===== src/rtl/mic_volume_meter_if.sv =====
// ============================================================================
// Module   : mic_volume_meter_if
// Brief    : Sample-in / level-out bundle between the mic front end and meter.
// Revision : 1.0 - initial release
// ============================================================================
`default_nettype none

interface mic_volume_meter_if #(
  parameter int SAMPLE_W = 12
) ();
  logic                  enable;
  logic                  sample_valid;
  logic [SAMPLE_W-1:0]   sample;
  logic [4:0]            volume;
  logic                  volume_valid;
  logic [SAMPLE_W-2:0]   peak;

  modport master (
    output enable,
    output sample_valid,
    output sample,
    input  volume,
    input  volume_valid,
    input  peak
  );

  modport slave (
    input  enable,
    input  sample_valid,
    input  sample,
    output volume,
    output volume_valid,
    output peak
  );
endinterface

`default_nettype wire


===== src/rtl/mic_volume_meter.sv =====
// ============================================================================
// Module   : mic_volume_meter
// Brief    : Windowed peak-magnitude meter producing a 0..16 volume level.
//            Optional build macro MIC_VOLUME_DECAY_EN enables peak-hold decay.
// Revision : 1.0 - initial release
// ============================================================================
`default_nettype none

module mic_volume_meter #(
  parameter int SAMPLE_W    = 12,
  parameter int WINDOW      = 2000,
  parameter int NOISE_FLOOR = 3
) (
  input  wire logic           clk,
  input  wire logic           rst_n,
  mic_volume_meter_if.slave   bus
);

  localparam int c_MAG_W = SAMPLE_W - 1;
  localparam int c_CNT_W = 16;
  localparam int c_SHIFT = SAMPLE_W - 5;

  localparam logic [c_CNT_W-1:0]  c_LAST  = c_CNT_W'(WINDOW - 1);
  localparam logic [c_MAG_W-1:0]  c_FLOOR = c_MAG_W'(NOISE_FLOOR);
  localparam logic [c_MAG_W-1:0]  c_MAGMAX = {c_MAG_W{1'b1}};
  localparam logic signed [SAMPLE_W:0] c_MID = (SAMPLE_W+1)'(1) <<< (SAMPLE_W - 1);

  localparam logic [0:0] c_S_IDLE  = 1'b0;
  localparam logic [0:0] c_S_ACCUM = 1'b1;

  logic [0:0]           state_q, state_d;
  logic [c_CNT_W-1:0]   cnt_q;
  logic [c_MAG_W-1:0]   run_q;
  logic [c_MAG_W-1:0]   peak_q;
  logic                 pend_q;
  logic [4:0]           vol_q;
  logic                 vv_q;

  logic                 accept_w;
  logic                 clear_w;
  logic                 win_end_w;
  logic signed [SAMPLE_W:0] diff_w;
  logic [SAMPLE_W:0]    abs_w;
  logic [c_MAG_W-1:0]   mag_w;
  logic [c_MAG_W-1:0]   max_w;
  logic [4:0]           level_w;
  logic [4:0]           vol_next_w;

  // ---------------- FSM: state register ----------------
  always_ff @(posedge clk or negedge rst_n) begin
    if (!rst_n) begin
      state_q <= c_S_IDLE;
    end else begin
      state_q <= state_d;
    end
  end

  // ---------------- FSM: next state ----------------
  always_comb begin
    state_d = state_q;
    case (state_q)
      c_S_IDLE:  if (bus.enable)  state_d = c_S_ACCUM;
      c_S_ACCUM: if (!bus.enable) state_d = c_S_IDLE;
      default:   state_d = c_S_IDLE;
    endcase
  end

  // ---------------- FSM: outputs ----------------
  // A strobe in the cycle enable falls is dropped, since the FSM is leaving ACCUM.
  always_comb begin
    accept_w  = (state_q == c_S_ACCUM) && bus.enable && bus.sample_valid;
    clear_w   = !bus.enable;
    win_end_w = accept_w && (cnt_q == c_LAST);
  end

  // Magnitude about midscale; the single out-of-range case (sample = 0) saturates.
  always_comb begin
    diff_w = $signed({1'b0, bus.sample}) - c_MID;
    abs_w  = (diff_w < 0) ? $unsigned(-diff_w) : $unsigned(diff_w);
    if (abs_w[SAMPLE_W:SAMPLE_W-1] != 2'b00) begin
      mag_w = c_MAGMAX;
    end else begin
      mag_w = abs_w[c_MAG_W-1:0];
    end
    max_w = (mag_w > run_q) ? mag_w : run_q;
  end

  always_comb begin
    if (peak_q < c_FLOOR) begin
      level_w = 5'd0;
    end else begin
      level_w = {1'b0, peak_q[c_MAG_W-1:c_SHIFT]} + 5'd1;
    end
  end

`ifdef MIC_VOLUME_DECAY_EN
  logic [4:0] decay_w;
  always_comb begin
    decay_w    = (vol_q == 5'd0) ? 5'd0 : (vol_q - 5'd1);
    vol_next_w = (level_w > decay_w) ? level_w : decay_w;
  end
`else
  always_comb begin
    vol_next_w = level_w;
  end
`endif

  // Window accumulation; peak is captured on the closing edge, volume one edge later.
  always_ff @(posedge clk or negedge rst_n) begin
    if (!rst_n) begin
      cnt_q  <= '0;
      run_q  <= '0;
      peak_q <= '0;
      pend_q <= 1'b0;
      vol_q  <= 5'd0;
      vv_q   <= 1'b0;
    end else begin
      if (clear_w) begin
        cnt_q <= '0;
        run_q <= '0;
      end else if (accept_w) begin
        if (win_end_w) begin
          cnt_q  <= '0;
          run_q  <= '0;
          peak_q <= max_w;
        end else begin
          cnt_q <= cnt_q + 1'b1;
          run_q <= max_w;
        end
      end
      pend_q <= win_end_w;
      vv_q   <= pend_q;
      if (pend_q) begin
        vol_q <= vol_next_w;
      end
    end
  end

  assign bus.volume       = vol_q;
  assign bus.volume_valid = vv_q;
  assign bus.peak         = peak_q;

endmodule

`default_nettype wire


===== src/flat_wrapper.sv =====
// flat-port wrapper written by rule: the top's interface ports become plain ports
module mic_volume_meter_flat 
#(
  parameter int SAMPLE_W    = 12,
  parameter int WINDOW      = 2000,
  parameter int NOISE_FLOOR = 3
)
  (clk, rst_n, bus_enable, bus_sample_valid, bus_sample, bus_volume, bus_volume_valid, bus_peak);
  mic_volume_meter_if #(.SAMPLE_W(SAMPLE_W)) bus_i ();
  input  wire logic clk;
  input  wire logic rst_n;
  input wire logic [$bits(bus_i.enable)-1:0] bus_enable;
  input wire logic [$bits(bus_i.sample_valid)-1:0] bus_sample_valid;
  input wire logic [$bits(bus_i.sample)-1:0] bus_sample;
  output wire logic [$bits(bus_i.volume)-1:0] bus_volume;
  output wire logic [$bits(bus_i.volume_valid)-1:0] bus_volume_valid;
  output wire logic [$bits(bus_i.peak)-1:0] bus_peak;
  assign bus_i.enable = bus_enable;
  assign bus_i.sample_valid = bus_sample_valid;
  assign bus_i.sample = bus_sample;
  assign bus_volume = bus_i.volume;
  assign bus_volume_valid = bus_i.volume_valid;
  assign bus_peak = bus_i.peak;
  mic_volume_meter #(.SAMPLE_W(SAMPLE_W), .WINDOW(WINDOW), .NOISE_FLOOR(NOISE_FLOOR)) u_core (.clk(clk), .rst_n(rst_n), .bus(bus_i));
endmodule

===== config.mk =====
export PLATFORM = sky130hd
export DESIGN_NAME = mic_volume_meter_flat
export DESIGN_NICKNAME = d
export VERILOG_FILES = /design/src/rtl/mic_volume_meter_if.sv /design/src/rtl/mic_volume_meter.sv /design/src/flat_wrapper.sv
export SDC_FILE = /design/constraint.sdc
export NUM_CORES = 1
export LEC_CHECK = 0
export ABC_AREA = 1
export CORE_MARGIN = 3
export CORE_UTILIZATION = 55
export CTS_CLUSTER_SIZE = 40
export DETAILED_ROUTE_END_ITERATION = 10
export GPL_TIMING_DRIVEN = 0
export PLACE_DENSITY = 0.82
export SLEW_MARGIN = 5
export SYNTH_ARGS = -nofsm -noshare
export SYNTH_HDL_FRONTEND = slang
export SYNTH_SLANG_ARGS = --single-unit

===== constraint.sdc =====
create_clock -name clk -period 4.9 [get_ports clk]
set_input_delay 0.49 -clock clk [delete_from_list [all_inputs] [get_ports clk]]
set_output_delay 0.49 -clock clk [all_outputs]
set_load 0.005 [all_outputs]

==> impl_metrics.prom <==
# TYPE chip_impl_metric gauge
chip_impl_info{name="run_status",value="finished clean"} 1
chip_impl_metric{name="synthesis.nets",unit=""} 460
chip_impl_metric{name="fill_count",unit=""} 450
chip_impl_metric{name="power.static_leakage",unit="nW"} 1.88
chip_impl_metric{name="worstSetupPathDepth",unit=""} 20
chip_impl_metric{name="fp.dieW",unit="um"} 79.8
chip_impl_metric{name="vias",unit=""} 2816
chip_impl_metric{name="ys_ff_latch",unit=""} 46
chip_impl_metric{name="floorplan.die_area",unit="um^2"} 6360
chip_impl_metric{name="period_minus_slack",unit="ns"} 3.15
chip_impl_info{name="clock_tree_from_tritoncts",value="built"} 1
chip_impl_metric{name="setup-violations-final",unit=""} 0
chip_impl_metric{name="pwr-share-clk",unit="%"} 30.3
chip_impl_metric{name="critical_path.n_buffers_inverters",unit=""} 4
chip_impl_info{name="critical-path-slowest-cell",value="sky130_fd_sc_hd__clkdlybuf4s50_1"} 1
chip_impl_metric{name="post-route-drc-count",unit=""} 0
chip_impl_metric{name="p_comb_share",unit="%"} 19.9
chip_impl_metric{name="drt-total-wl",unit="mm"} 6.49
chip_impl_metric{name="synthesis.area",unit="um^2"} 2990
chip_impl_metric{name="clkSlewWorstSetupHoldPaths",unit="ns"} 0.10
chip_impl_info{name="endpoint_of_the_worst_setup_timing_path",value="u_core.bus.peak[2]$_DFFE_PN0P_"} 1
chip_impl_metric{name="finish.instance_area",unit="um^2"} 3510
chip_impl_metric{name="cts_buffers",unit=""} 5
chip_impl_metric{name="report.final.hold_viol_count",unit=""} 0
chip_impl_metric{name="timing.final.max_slew_violations",unit=""} 0
chip_impl_metric{name="dp_hpwl",unit="mm"} 5.15
chip_impl_info{name="regToRegStartpoint",value="u_core.run_q[10]$_DFFE_PN0P_"} 1
chip_impl_metric{name="grt_overflow_total",unit=""} 0
chip_impl_metric{name="worst_max_slew_pin_slew",unit="ns"} 0.514
chip_impl_info{name="synth_top_flop_cell",value="sky130_fd_sc_hd__dfrtp_1"} 1
chip_impl_metric{name="setup_tns",unit="ns"} 0
chip_impl_info{name="timing.critical_path.from",value="bus_sample[1]"} 1
chip_impl_info{name="worst_setup_path_class",value="in2reg"} 1
chip_impl_metric{name="final_layout_size_suffix_gt1_share",unit="%"} 5.54
chip_impl_metric{name="row_count",unit=""} 26
chip_impl_info{name="cpMostUsedCell",value="sky130_fd_sc_hd__nand2_1"} 1
chip_impl_metric{name="antenna_cells_inserted",unit=""} 0
chip_impl_metric{name="critical_path.max_fanout",unit=""} 10
chip_impl_info{name="timing.rr.end",value="u_core.bus.peak[2]$_DFFE_PN0P_"} 1
chip_impl_metric{name="grt_pass1_wl",unit="mm"} 11.1
chip_impl_metric{name="worst_ep_required",unit="ns"} 5.10
chip_impl_metric{name="cts.htree.levels",unit=""} 2
chip_impl_metric{name="cts_hold_repair.buffers",unit=""} 0
chip_impl_metric{name="floorplan.io_pins",unit=""} 33
chip_impl_metric{name="number_of_antenna_violations_at_the_first_check_in_global_routing",unit=""} 0
chip_impl_metric{name="coreArea",unit="um^2"} 5170
chip_impl_metric{name="port-buffer-count",unit=""} 32
chip_impl_metric{name="synth_warnings",unit=""} 0
chip_impl_metric{name="crit_arrival",unit="ns"} 3.35
chip_impl_metric{name="report.power.total",unit="W"} 0.000791
chip_impl_metric{name="placement.cell_area",unit="um^2"} 3410
chip_impl_metric{name="via_count_of_the_first_global_routing_pass",unit=""} 2572
chip_impl_metric{name="die_height",unit="um"} 79.8
chip_impl_metric{name="largest_net_degree_at_the_start_of_global_routing",unit=""} 28
chip_impl_metric{name="synth_seq_area_share",unit="%"} 38.5
chip_impl_metric{name="cts_setup_buffers",unit=""} 0
chip_impl_metric{name="finalHoldWorstSlack",unit="ns"} 0.119
chip_impl_info{name="setup_repair_after_global_routing_missed_its_margin",value="false"} 1
chip_impl_info{name="worst_setup_path_start_kind",value="input port"} 1
chip_impl_metric{name="p_per_area",unit="nW/um^2"} 225
chip_impl_metric{name="power.ir.vdd_worst",unit="mV"} 0.137
chip_impl_metric{name="final_nets",unit=""} 500
chip_impl_metric{name="synth_enable_flop_cells",unit=""} 0
chip_impl_metric{name="rr_worst_depth",unit=""} 12
chip_impl_info{name="timing.critical_path.cells",value="clkdlybuf4s50_1, nor2_1, nand3_1, nor2_1, nand2_2, nand2_1, nor2_1, inv_1, ha_1, nand2_1, inv_1, nand2_1, nor2_1, nand2_1, nand3_1, nand2_1, buf_2, nand2_1, nand3_1, nand2_1"} 1
chip_impl_metric{name="dr.first_iter.drc_count",unit=""} 173
chip_impl_metric{name="worst_clock_skew",unit="ns"} 0.0113
chip_impl_metric{name="syn_area_per_cell",unit="um^2"} 6.99
chip_impl_metric{name="grt_usage",unit="%"} 21.8
chip_impl_info{name="cpLargestDelayFamily",value="simple AND/OR/NAND/NOR gates"} 1
chip_impl_metric{name="slew-limit-headroom",unit="%"} 65.7
chip_impl_metric{name="power.internal",unit="W"} 0.000547
chip_impl_metric{name="longest_individual_stage_delay_on_the_worst_path",unit="ns"} 0.44
chip_impl_metric{name="gp_congestion",unit=""} 0.961
chip_impl_metric{name="timing.final.crit_share",unit="%"} 64.2
chip_impl_metric{name="numClockSinks",unit=""} 46
chip_impl_metric{name="max_freq",unit="MHz"} 318
chip_impl_metric{name="drt_first_pass_iters",unit=""} 5
chip_impl_metric{name="syn_to_final_growth",unit="%"} 17.2
chip_impl_metric{name="ctsLongestPathBuffers",unit=""} 2
chip_impl_metric{name="synth.distinct_cells",unit=""} 32
chip_impl_info{name="clock-root-buffer",value="sky130_fd_sc_hd__clkbuf_8"} 1
chip_impl_metric{name="ant_nets",unit=""} 0
chip_impl_info{name="critical_path.endpoint_type",value="flip-flop"} 1
chip_impl_metric{name="drt-wirelength-per-cell",unit="um"} 12.0
chip_impl_metric{name="regToRegSetupSlack",unit="ns"} 2.90
chip_impl_metric{name="maxCapViolations",unit=""} 0
chip_impl_metric{name="synthesized_instance_count",unit=""} 428
chip_impl_metric{name="switching_share",unit="%"} 30.8
chip_impl_info{name="layout.cells.most_common_list",value="sky130_fd_sc_hd__nand2_1 (147), sky130_fd_sc_hd__inv_1 (65), sky130_fd_sc_hd__nand3_1 (54)"} 1
chip_impl_metric{name="p_seq_share",unit="%"} 49.8
chip_impl_metric{name="power.switching",unit="W"} 0.000243
chip_impl_info{name="mostFrequentLayoutCell",value="sky130_fd_sc_hd__nand2_1"} 1
chip_impl_metric{name="viasPerCell",unit=""} 5.22
chip_impl_metric{name="cts_resized",unit=""} 0
chip_impl_metric{name="synthArstFlopShare",unit="%"} 100
chip_impl_metric{name="floorplan.initialDensity",unit="%"} 57.8
chip_impl_metric{name="clk_latency",unit="ns"} 0.31
chip_impl_info{name="hold_path_class",value="in2async"} 1
## worst min path at each step
stage	to	cells past startpoint	slack [ns]
floorplan	u_core.bus.peak[0]$_DFFE_PN0P_	0	0.19
global placement	u_core.bus.volume_valid$_DFF_PN0_	0	0.41
detailed placement	u_core.bus.volume_valid$_DFF_PN0_	0	0.43
CTS	u_core.bus.volume[4]$_DFFE_PN0P_	1	0.13
global route	u_core.cnt_q[1]$_DFFE_PN0P_	1	0.14
finish	u_core.bus.volume[4]$_DFFE_PN0P_	1	0.12
## power groups by stage
stage	sequential (W)	combinational [W]	clock, W
after detailed placement	0.000401	0.000156	0
after CTS	0.000394	0.000157	0.000244
after global routing	0.000395	0.000182	0.000260
final	0.000394	0.000157	0.000239
after floorplan	0.000400	0.000107	0
after global placement	0.000401	0.000149	0
## layout make-up
| type | count | area, um^2 | share of cell area (%) |
|---|---|---|---|
| flip-flops and latches | 46 | 1150 | 32.8 |
| clock inverters | 3 | 23.8 | 0.678 |
| plain buffers | 8 | 51.3 | 1.46 |
| clock buffers | 5 | 68.8 | 1.96 |
| inverters | 67 | 251 | 7.17 |
| multi-input cells | 307 | 1540 | 43.8 |
| well taps | 70 | 87.6 | 2.50 |
| repair buffers | 33 | 335 | 9.56 |
## routing by layer
layer / up-vias / track usage [%] / part of all wire [%]
met5: - / 0 / 0
met4: 0 / 6.76 / 1.5
met3: 9 / 3.50 / 5.1
met2: 80 / 36.3 / 46
met1: 1289 / 29.2 / 47
li1: 1438 / - / -
## synth_stat cells, types with 2 or more instances
cell type	instances	area, um^2
sky130_fd_sc_hd__a21boi_0	3	22.5
sky130_fd_sc_hd__a21oi_1	14	70.1
sky130_fd_sc_hd__buf_2	2	10.0
sky130_fd_sc_hd__buf_6	2	22.5
sky130_fd_sc_hd__clkbuf_1	3	11.3
sky130_fd_sc_hd__dfrtp_1	46	1150
sky130_fd_sc_hd__ha_1	16	200
sky130_fd_sc_hd__inv_1	65	244
sky130_fd_sc_hd__inv_2	2	7.51
sky130_fd_sc_hd__nand2_1	147	552
sky130_fd_sc_hd__nand2_2	3	18.8
sky130_fd_sc_hd__nand3_1	54	270
sky130_fd_sc_hd__nand3b_1	2	15.0
sky130_fd_sc_hd__nand4_1	4	25.0
sky130_fd_sc_hd__nor2_1	26	97.6
sky130_fd_sc_hd__nor2_4	2	22.5
sky130_fd_sc_hd__nor3_1	4	20.0
sky130_fd_sc_hd__o21ai_0	11	55.1
sky130_fd_sc_hd__o22ai_1	3	18.8
sky130_fd_sc_hd__o31ai_1	3	22.5
sky130_fd_sc_hd__xor2_1	5	43.8
## metrics by stage
stage | setup slack, ns | util, % | std cells
global route | 1.42 | 67.8 | 539
detailed placement | 1.44 | 66.0 | 531
finish | 1.75 | 67.8 | 539
floorplan | 2.40 | - | 428
global placement | 1.55 | 65.7 | 530
CTS | 1.77 | 67.8 | 539
## cells by family after synthesis
logic type      after synthesis  synth area share, %
simple gates                247                 35.8
buf+inv                      75                 10.1
flops                        46                 38.5
compound gates               39                 7.49
fa+ha+maj                    16                 6.69
xor+xnor                      5                 1.46
## state kept, by name (all words and copies together), names as in the netlist
signal and count:
u_core.pend_q 1, u_core.bus.peak 11, u_core.bus.volume_valid 1, u_core.cnt_q 16
u_core.bus.volume 5, u_core.state_q 1, u_core.run_q 11
## worst reg2reg max path, delay by kind of cell (launching register included)
kind | cells | cell delay [ns]
fa+ha+maj | 1 | 0.31
buf+inv | 3 | 0.35
flops | 1 | 0.36
simple gates | 8 | 0.89
No activity file was read; power rests on OpenSTA's default activity.
